`src/rtl/somador_pkg.sv`:
```
// Shared definitions for the arithmetic datapath exercises (adder / serial
// subtractor): default operand width and the serial subtractor state type.
package somador_pkg;

    // Default operand / result width shared with the 4-bit adder.
    localparam int DEF_WIDTH = 4;

    // Serial subtractor control states.
    typedef enum logic [1:0] {
        IDLE = 2'd0,
        CALC = 2'd1,
        DONE = 2'd2
    } sub_state_t;

endpackage

```
`src/rtl/subtrator_serial_if.sv`:
```
// Handshake/operand bundle for the bit-serial subtractor.
//   start  : request, sampled only while the subtractor is idle
//   a, b   : minuend / subtrahend, captured on an accepted start
//   res    : difference a - b mod 2^WIDTH, held until the next completion
//   borrow : 1 iff a < b (unsigned), held with res
//   busy   : high while an operation is in flight (CALC and DONE)
//   done   : one-cycle pulse when res/borrow are updated
interface subtrator_serial_if #(
    parameter int WIDTH = somador_pkg::DEF_WIDTH
);
    logic             start;
    logic [WIDTH-1:0] a;
    logic [WIDTH-1:0] b;
    logic [WIDTH-1:0] res;
    logic             borrow;
    logic             busy;
    logic             done;

    // Requester side: drives operands and start, observes results.
    modport master (
        output start, a, b,
        input  res, borrow, busy, done
    );

    // Subtractor side.
    modport slave (
        input  start, a, b,
        output res, borrow, busy, done
    );
endinterface

```
`src/rtl/subtrator_1bit.sv`:
```
// Combinational full subtractor: d = ai - bi - bin (one bit).
//   ai_i, bi_i : operand bits
//   bin_i      : borrow in from the less significant bit
//   d_o        : difference bit
//   bout_o     : borrow out to the next more significant bit
module subtrator_1bit (
    input  logic ai_i,
    input  logic bi_i,
    input  logic bin_i,
    output logic d_o,
    output logic bout_o
);

    // Borrow is generated when ai < bi, or propagated when ai == bi.
    always_comb begin
        d_o    = ai_i ^ bi_i ^ bin_i;
        bout_o = (~ai_i & bi_i) | (~(ai_i ^ bi_i) & bin_i);
    end

endmodule

```
`src/rtl/subtrator_serial.sv`:
```
// Bit-serial unsigned subtractor: res = a - b, one bit per clock, LSB first,
// under a start/busy/done handshake.
//   clk   : system clock, rising edge
//   rst_n : synchronous active-low reset
//   bus   : subtrator_serial_if slave modport (start, a, b, res, borrow,
//           busy, done)
module subtrator_serial
    import somador_pkg::*;
#(
    parameter int WIDTH = DEF_WIDTH
) (
    input  logic                 clk,
    input  logic                 rst_n,
    subtrator_serial_if.slave    bus
);

    localparam int               IDX_W    = $clog2(WIDTH);
    localparam logic [IDX_W-1:0] LAST_IDX = IDX_W'(WIDTH - 1);

    sub_state_t       state_q;
    logic [WIDTH-1:0] a_q;
    logic [WIDTH-1:0] b_q;
    logic [WIDTH-1:0] sh_q;
    logic [IDX_W-1:0] idx_q;
    logic             bin_q;
    logic [WIDTH-1:0] res_q;
    logic             borrow_q;
    logic             busy_q;
    logic             done_q;

    logic             d_s;
    logic             bout_s;
    logic [WIDTH-1:0] sh_d;
    logic [IDX_W-1:0] idx_d;

    subtrator_1bit u_bit (
        .ai_i   (a_q[idx_q]),
        .bi_i   (b_q[idx_q]),
        .bin_i  (bin_q),
        .d_o    (d_s),
        .bout_o (bout_s)
    );

    // Next shift-register value (difference bit enters at the MSB so that
    // after WIDTH shifts bit 0 sits at the LSB) and next bit index.
    always_comb begin
        sh_d  = {d_s, sh_q[WIDTH-1:1]};
        idx_d = idx_q + IDX_W'(1);
    end

    // Control FSM and datapath registers; all outputs are registered.
    always_ff @(posedge clk) begin
        if (!rst_n) begin
            state_q  <= IDLE;
            a_q      <= '0;
            b_q      <= '0;
            sh_q     <= '0;
            idx_q    <= '0;
            bin_q    <= 1'b0;
            res_q    <= '0;
            borrow_q <= 1'b0;
            busy_q   <= 1'b0;
            done_q   <= 1'b0;
        end else begin
            case (state_q)
                IDLE: begin
                    done_q <= 1'b0;
                    if (bus.start) begin
                        a_q     <= bus.a;
                        b_q     <= bus.b;
                        idx_q   <= '0;
                        bin_q   <= 1'b0;
                        busy_q  <= 1'b1;
                        state_q <= CALC;
                    end else begin
                        busy_q  <= 1'b0;
                    end
                end
                CALC: begin
                    sh_q  <= sh_d;
                    bin_q <= bout_s;
                    if (idx_q == LAST_IDX) begin
                        // Publish only on completion; partial results stay internal.
                        res_q    <= sh_d;
                        borrow_q <= bout_s;
                        done_q   <= 1'b1;
                        state_q  <= DONE;
                    end else begin
                        idx_q    <= idx_d;
                    end
                end
                DONE: begin
                    done_q  <= 1'b0;
                    busy_q  <= 1'b0;
                    state_q <= IDLE;
                end
                default: begin
                    done_q  <= 1'b0;
                    busy_q  <= 1'b0;
                    state_q <= IDLE;
                end
            endcase
        end
    end

    assign bus.res    = res_q;
    assign bus.borrow = borrow_q;
    assign bus.busy   = busy_q;
    assign bus.done   = done_q;

endmodule

```
`src/flat_wrapper.sv`:
```
// flat-port wrapper written by rule: the top's interface ports become plain ports
module subtrator_serial_flat import somador_pkg::*;
#(
    parameter int WIDTH = DEF_WIDTH
)
  (clk, rst_n, bus_start, bus_a, bus_b, bus_res, bus_borrow, bus_busy, bus_done);
  subtrator_serial_if #(.WIDTH(WIDTH)) bus_i ();
  input  logic clk;
  input  logic rst_n;
  input wire logic [$bits(bus_i.start)-1:0] bus_start;
  input wire logic [$bits(bus_i.a)-1:0] bus_a;
  input wire logic [$bits(bus_i.b)-1:0] bus_b;
  output wire logic [$bits(bus_i.res)-1:0] bus_res;
  output wire logic [$bits(bus_i.borrow)-1:0] bus_borrow;
  output wire logic [$bits(bus_i.busy)-1:0] bus_busy;
  output wire logic [$bits(bus_i.done)-1:0] bus_done;
  assign bus_i.start = bus_start;
  assign bus_i.a = bus_a;
  assign bus_i.b = bus_b;
  assign bus_res = bus_i.res;
  assign bus_borrow = bus_i.borrow;
  assign bus_busy = bus_i.busy;
  assign bus_done = bus_i.done;
  subtrator_serial #(.WIDTH(WIDTH)) u_core (.clk(clk), .rst_n(rst_n), .bus(bus_i));
endmodule
```
`config.mk`:
```
export PLATFORM = sky130hd
export DESIGN_NAME = subtrator_serial_flat
export DESIGN_NICKNAME = d
export VERILOG_FILES = /design/src/rtl/somador_pkg.sv /design/src/rtl/subtrator_serial_if.sv /design/src/rtl/subtrator_1bit.sv /design/src/rtl/subtrator_serial.sv /design/src/flat_wrapper.sv
export SDC_FILE = /design/constraint.sdc
export NUM_CORES = 1
export LEC_CHECK = 0
export ABC_AREA = 1
export BUFFER_PORTS_ARGS = -buffer_cell sky130_fd_sc_hd__buf_2
export CAP_MARGIN = 0
export CORE_ASPECT_RATIO = 1.25
export CORE_UTILIZATION = 52
export DETAILED_ROUTE_END_ITERATION = 16
export GPL_ROUTABILITY_DRIVEN = 0
export PLACE_DENSITY = 0.85
export SKIP_LAST_GASP = 1
export SLEW_MARGIN = 20
export SYNTH_ARGS = -nofsm -noshare
export SYNTH_HDL_FRONTEND = slang
export SYNTH_HIERARCHICAL = 1
export SYNTH_SLANG_ARGS = --single-unit
```
`constraint.sdc`:
```
create_clock -name clk -period 1.8 [get_ports clk]
set_input_delay 0.09 -clock clk [delete_from_list [all_inputs] [get_ports clk]]
set_output_delay 0.09 -clock clk [all_outputs]
set_load 0.02 [all_outputs]
```
==> results of run 1 <==
## cell usage after synthesis
cell     number
nor2_1       37
nand2_2       3
ha_1          2
fa_1          1
nand2_1      12
a21oi_1       7
o21ai_0      18
nand3_2       1
dfxtp_1      23
nand3_1       2
o22ai_1       2
inv_1        13
nor2_2        1
buf_6         1
buf_2         1
inv_2         1
nor2_4        2
## layer usage
metal	GRT usage [%]	part of all wire, %	wire, um	up-vias
li1	-	-	-	439
met1	26.6	44	770	377
met2	34.4	51	896	18
met3	2.70	2.5	44	7
met4	13.3	3.3	59	0
met5	0	0	0	-
## cell type report
type	instances	area, sq um
Fill cell	160	661
Timing Repair Buffer	17	85.1
Inverter	14	52.6
Clock buffer	4	26.3
Tap cell	19	23.8
Multi-Input combinational cell	88	434
Sequential cell	23	462
## worst min path at each step
stage | start | to | slack [ps] | cells after the start
3_5_place_dp | bus_a[0] | u_core/a_q[0] | 350 | 3
2_1_floorplan | rst_n | u_core/a_q[1] | 230 | 2
4_1_cts | bus_a[0] | u_core/a_q[0] | 10 | 3
5_1_grt | bus_b[2] | u_core/b_q[2] | 30 | 3
3_3_place_gp | bus_a[2] | u_core/a_q[2] | 340 | 3
6_report | bus_a[0] | u_core/a_q[0] | 10 | 3
## where the power goes
part	total [mW]	switching [mW]	leakage [nW]	internal, mW
registers	0.562	0.0216	0.189	0.540
logic	0.139	0.0859	0.295	0.0529
clock network	0.240	0.153	0.0150	0.0867
## worst min-delay path: cells and delay by family
kind,cells,cell delay (ps)
and+or+nand+nor,1,70
AOI/OAI and AO/OA,1,70
buffers and inverters,1,70
## what timing repair did
action / CTS / global route
setup endpoints to repair: 0 / 3
hold buffers: 0 / 0
resized for setup: 0 / 1
## state kept, by name (all words and copies together) (netlist names)
| register | count |
|---|---|
| u_core/a_q | 4 |
| u_core/b_q | 4 |
| u_core/bin_q | 1 |
| u_core/bus.borrow | 1 |
| u_core/bus.busy | 1 |
| u_core/bus.done | 1 |
| u_core/bus.res | 4 |
| u_core/idx_q | 2 |
| u_core/sh_q | 3 |
| u_core/state_q | 2 |
## cell usage in the layout (no fill, tap or decap), types with 2 or more instances in the layout
cell type and n:
a21oi_1 7, buf_2 17, clkbuf_4 3, dfxtp_1 22
ha_1 2, inv_1 13, nand2_1 12, nand2_2 3
nand3_1 2, nor2_1 37, nor2_4 2, o21ai_0 18
o22ai_1 2
## through the flow
stage	instances	total power, mW	cell area, sq um
2_1_floorplan	127	0.675	963
3_3_place_gp	161	0.704	1060
3_5_place_dp	161	0.712	1060
4_1_cts	165	0.943	1080
5_1_grt	165	0.993	1080
6_report	165	0.940	1080
## logic make-up after synthesis
| kind of cell | Yosys count | share of synthesized area [%] |
|---|---|---|
| and+or+nand+nor | 58 | 26.1 |
| adders and majority gates | 3 | 4.67 |
| AOI/OAI and AO/OA | 27 | 14.3 |
| buffers and inverters | 16 | 7.14 |
| DFF | 23 | 47.8 |
==> Implementation_results.wiki, run 1 <==
{| class="wikitable"
! Metric !! Value
|-
| Outcome || complete, no violations
|-
| Detailed placer's ending HPWL || 1350 um
|-
| Headroom to the max-slew limit || 82.6%
|-
| Longest individual stage delay on the worst path || 470 ps
|-
| Number of warnings printed during yosys synthesis || 6
|-
| Post-route DRC || 0
|-
| CP most frequent cell || inv_1
|-
| Number of library cell types mapped by synthesis || 17
|-
| Antenna cell count || 0
|-
| Via total after detailed routing || 841
|-
| Signal arrival time at the worst endpoint || roughly 1900 ps
|-
| Post-layout nets || between 150 and 200
|-
| WP data required || a little over 2000 ps
|-
| Post-CTS clock slew at the launch and capture registers of the worst setup and hold paths || 120 ps
|-
| Buffer depth of the longest clock path || 2
|-
| Initial Util || 55.2%
|-
| Syn-to-layout area delta || 12.5%
|-
| Clock tree root buffer cell || clkbuf_4
|-
| Total Die Area || between 0.002 and 0.0025 sq mm
|-
| Kind of path behind the tightest hold check || input pin to flip-flop
|-
| Number of top-level pins || 18
|-
| Routed wire length per instance || between 10 and 15 um
|-
| Library cell with the largest summed area after synthesis || dfxtp_1
|-
| Endpoint type of the worst setup path || flip-flop
|-
| Max Clk Rate || between 600 and 700 MHz
|-
| Sequential share of the synthesized area || ~48%
|-
| DRT Wirelength || ~1800 um
|-
| Final critical delay including setup and external delays || ~1600 ps
|-
| Cell area after synthesis || slightly below 0.001 sq mm
|-
| Synthesized instance count || ~130
|-
| Setup CP Type || flip-flop to flip-flop
|-
| Transition time of the tightest slew-check pin || between 200 and 300 ps
|-
| Floorplan row count || 17
|-
| Top fanout value on the critical path || 7
|-
| Final critical-path share of the clock period || roughly 91%
|-
| Worst-Skew Late Latency || between 300 and 400 ps
|-
| Maximum number of pins on one net before global-route repair || 19
|-
| Mapped Nets || approximately 140
|-
| Minimum setup slack in the final design || 168 ps
|-
| Critical path startpoint || u_core/idx_q[0]
|-
| Cell with the biggest individual delay on the critical path || fa_1
|-
| Total stage count of the critical path || 7
|-
| # clock sinks || 23
|-
| Number of global-route vias before repair || 749
|-
| Antenna-violating nets left || 0
|-
| Synthesized flop and latch total || 23
|-
| I/O Buffers || 17
|-
| Kind of launch point of the worst setup path || flip-flop
|-
| Sum of overflow across all layers after global routing || 0
|-
| Per-instance average area after synthesis || between 7 and 8 sq um
|-
| Area share of the leading cell type in the synthesized netlist || between 40% and 50%
|-
| Worst reg2reg path endpoint || u_core/sh_q[3]
|-
| Core region area || around 0.0017 sq mm
|-
| Leakage || ~0.5 nW
|-
| Ratio of routed vias to standard cells || ~5.1
|-
| Setup repair after global routing missed its margin || false
|-
| Worst flop-to-flop path startpoint || u_core/idx_q[0]
|-
| DRT iter0 DRCs || 20
|-
| Flop-to-flop setup slack || 170 ps
|-
| Wire length of the first global-routing pass || around 3000 um
|-
| Worst Reg2Reg Path Length in Cells || 7
|-
| Power density over the cells || about 870 mW/mm^2
|-
| Crit path to || u_core/sh_q[3]
|-
| TritonCTS clock tree || built
|-
| CP bufs+invs || 2
|-
| Peak VDD IR || around 0.58 mV
|-
| Post-CTS setup repair buffer count || 0
|-
| Global-route usage over all layers || 21.8%
|-
| Number of slew-limit violations in the final report || 0
|-
| Min Hold Slack || roughly 15 ps
|-
| Fraction of final layout cells sized beyond drive strength 1 || slightly below 20%
|-
| Endpoints failing hold || 0
|-
| Layout Skew || about 1.7 ps
|-
| Maximum level of the CTS H-tree || 1
|-
| Cells taking the most area after synthesis || dfxtp_1 (48%), nor2_1 (14%), o21ai_0 (9.4%)
|-
| Post-Route Utilization || between 60% and 70%
|-
| Vertical die dimension || 50.1 um
|-
| Final setup violation count || 0
|-
| Num CTS Buffers || 3
|-
| Summed negative setup slack over all endpoints || 0 ps
|-
| Number of max-cap violations || 0
|-
| Kind of cell adding the most delay to the critical path || adder cells
|-
| Crit path cell chain || inv_1, nor2_1, o22ai_1, inv_1, fa_1, o21ai_0, a21oi_1
|-
| Drt pass-1 iters || 4
|-
| Die outline width || about 40 um
|-
| Number of antenna violations at the first check in global routing || 0
|-
| DP Worst Slack || about 140 ps
|}
No activity file was read; power rests on OpenSTA's default activity.
==> inputs of run 2 (changes only) <==
--- a/config.mk
+++ b/config.mk
@@ -8,7 +8,7 @@
 export ABC_AREA = 1
 export BUFFER_PORTS_ARGS = -buffer_cell sky130_fd_sc_hd__buf_2
 export CAP_MARGIN = 0
-export CORE_ASPECT_RATIO = 1.25
+export CORE_ASPECT_RATIO = 1.2
 export CORE_UTILIZATION = 52
 export DETAILED_ROUTE_END_ITERATION = 16
 export GPL_ROUTABILITY_DRIVEN = 0
==> run 2 against run 1 <==
Net effect:
- global-route usage down 1.3 points
- cell count down 0.61%
- worst hold slack better by 3.9 ps
- worst setup slack worse by 87 ps
- fmax down 5.0%
- utilization up 2.2 points
- first-iteration DRC count down 15%
- highest routed layer unchanged
- critical path depth down 1
- sequential cell count unchanged
- largest power group unchanged
==> Implementation_results.wiki, run 2 (same netlist as run 1, synthesis figures left out) <==
{| class="wikitable"
! Metric !! Value
|-
| Outcome || complete, no violations
|-
| Antenna cell count || 0 (unchanged)
|-
| Total Die Area || 0.00203 sq mm (about the same)
|-
| Worst Reg2Reg Path Length in Cells || 6 (-1)
|-
| Final setup violation count || 0 (unchanged)
|-
| # clock sinks || 23 (unchanged)
|-
| Floorplan row count || 16 (-1)
|-
| Fraction of final layout cells sized beyond drive strength 1 || 19.2% (-0.68 points)
|-
| Post-CTS clock slew at the launch and capture registers of the worst setup and hold paths || 120 ps (about the same)
|-
| Worst-Skew Late Latency || 310 ps (about the same)
|-
| Layout Skew || 1.87 ps (+0.196 ps)
|-
| Most common cell after layout, fill and taps aside || nor2_1
|-
| Post-CTS Hold Buffers || 0 (unchanged)
|-
| Leakage || 0.499 nW (about the same)
|-
| Peak VDD IR || 0.595 mV (+3.2%)
|-
| DRT Wirelength || 1820 um (+3.1%)
|-
| Number of antenna violations at the first check in global routing || 0 (unchanged)
|-
| Kind of path behind the tightest hold check || input pin to flip-flop
|-
| Flop-to-flop setup slack || 80 ps (-90 ps)
|-
| Vertical die dimension || 49.2 um (-1.9%)
|-
| End point of the worst hold path || u_core/b_q[0]
|-
| Max Clk Rate || 582 MHz (-5.0%)
|-
| Final critical-path share of the clock period || 95.5% (+4.8 points)
|-
| Maximum number of pins on one net before global-route repair || 19 (unchanged)
|-
| Power density over the cells || 867 mW/mm^2 (about the same)
|-
| WP data required || 2050 ps (+30 ps)
|-
| I/O Buffers || 17 (unchanged)
|-
| Number of max-cap violations || 0 (unchanged)
|-
| Start point of the worst min-delay path || bus_b[0]
|-
| Antenna-violating nets left || 0 (unchanged)
|-
| Maximum level of the CTS H-tree || 1 (unchanged)
|-
| Headroom to the max-slew limit || 82.6% (about the same)
|-
| Drt pass-1 iters || 4 (unchanged)
|-
| Post-CTS setup repair buffer count || 0 (unchanged)
|-
| Syn-to-layout area delta || 12.2%
|-
| Ratio of routed vias to standard cells || 5.16 (+1.2%)
|-
| Buffer depth of the longest clock path || 2 (unchanged)
|-
| Core region area || 0.00168 sq mm (-3.6%)
|-
| Transition time of the tightest slew-check pin || 261 ps (-0.495 ps)
|-
| Initial Util || 57.3% (+2.1 points)
|-
| Global-route usage over all layers || 20.6% (-1.3 points)
|-
| Setup CP Type || flip-flop to flip-flop
|-
| Via total after detailed routing || 846 (+0.59%)
|-
| Summed negative setup slack over all endpoints || 0 ps (unchanged)
|-
| Final critical delay including setup and external delays || 1720 ps (+86.5 ps)
|-
| CTS-repair resized insts || 0 (unchanged)
|-
| Endpoints failing hold || 0 (unchanged)
|-
| Signal arrival time at the worst endpoint || 1970 ps (+120 ps)
|-
| Worst reg2reg path endpoint || u_core/sh_q[3]
|-
| Endpoint type of the worst setup path || flip-flop
|-
| Number of slew-limit violations in the final report || 0 (unchanged)
|-
| Die outline width || 41.3 um (+2.0%)
|-
| Setup repair after global routing missed its margin || false
|-
| Number of top-level pins || 18 (unchanged)
|-
| Highest-count cells in the layout ignoring fill and taps || nor2_1 (37), dfxtp_1 (23), o21ai_0 (18)
|-
| DRT iter0 DRCs || 17 (-15%)
|-
| Routed wire length per instance || 11.1 um (+3.7%)
|-
| Clock tree root buffer cell || clkbuf_4
|-
| TritonCTS clock tree || built
|-
| Post-route DRC || 0 (unchanged)
|-
| Worst flop-to-flop path startpoint || u_core/idx_q[0]
|-
| Min Hold Slack || 18.6 ps (+3.90 ps)
|-
| Detailed placer's ending HPWL || 1350 um (about the same)
|-
| Post-layout nets || 161 (unchanged)
|-
| Sum of overflow across all layers after global routing || 0 (unchanged)
|-
| Num CTS Buffers || 3 (unchanged)
|-
| Number of global-route vias before repair || 749 (unchanged)
|-
| Worst Hold Depth || 3 (unchanged)
|-
| Wire length of the first global-routing pass || 2850 um (-5.7%)
|-
| Top fanout value on the critical path || 7 (unchanged)
|-
| Kind of launch point of the worst setup path || flip-flop
|}
run 2: cell types whose count changed in the layout (fill, tap and decap cells not counted):
cell     delta
dfxtp_2     -1
dfxtp_1     +1
run 2: worst max path at each step:
stage | end | startpoint | slack, ps
2_1_floorplan | u_core/sh_q[3] | u_core/idx_q[0] | 250
3_3_place_gp | u_core/sh_q[3] | u_core/idx_q[0] | 210
3_5_place_dp | u_core/sh_q[3] | u_core/idx_q[0] | 120
4_1_cts | u_core/sh_q[3] | u_core/idx_q[0] | 90
5_1_grt | u_core/sh_q[3] | u_core/idx_q[0] | 9
6_report | u_core/sh_q[3] | u_core/idx_q[0] | 80
run 2: layout make-up:
cell class | instances | area (sq um)
Fill cell | 158 | 601
Multi-Input combinational cell | 88 | 434
Inverter | 14 | 52.6
Tap cell | 18 | 22.5
Timing Repair Buffer | 17 | 85.1
Clock buffer | 4 | 26.3
Sequential cell | 23 | 460
run 2: layer usage:
layer | GRT usage (%) | routed length [um] | vias to the layer above
li1 | - | - | 440
met1 | 20.3 | 773 | 383
met2 | 36.2 | 943 | 17
met3 | 4.11 | 39 | 6
met4 | 11.3 | 68 | 0
met5 | 0 | 0 | -
run 2: per-stage QoR:
stage	worst slack [ps]	power (mW)	utilization [%]	instances	instance area (sq um)
2_1_floorplan	252	0.675	-	127	963
3_3_place_gp	214	0.703	62.7	160	1050
3_5_place_dp	119	0.712	62.7	160	1050
4_1_cts	87.5	0.947	64.3	164	1080
5_1_grt	9.06	0.988	64.3	164	1080
6_report	81.4	0.938	64.3	164	1080
run 2: power breakdown:
| group | internal [mW] | switching, mW | leakage [nW] |
|---|---|---|---|
| combinational | 0.0533 | 0.0882 | 0.295 |
| clock | 0.0867 | 0.148 | 0.0150 |
| sequential | 0.539 | 0.0217 | 0.189 |
| total | 0.679 | 0.258 | 0.499 |
run 2: worst max-delay path: stages (launching register included):
cell and delay, ps:
dfxtp_1 450, inv_1 150, o21ai_0 180, o22ai_1 110, fa_1 560, o21ai_0 90, a21oi_1 120
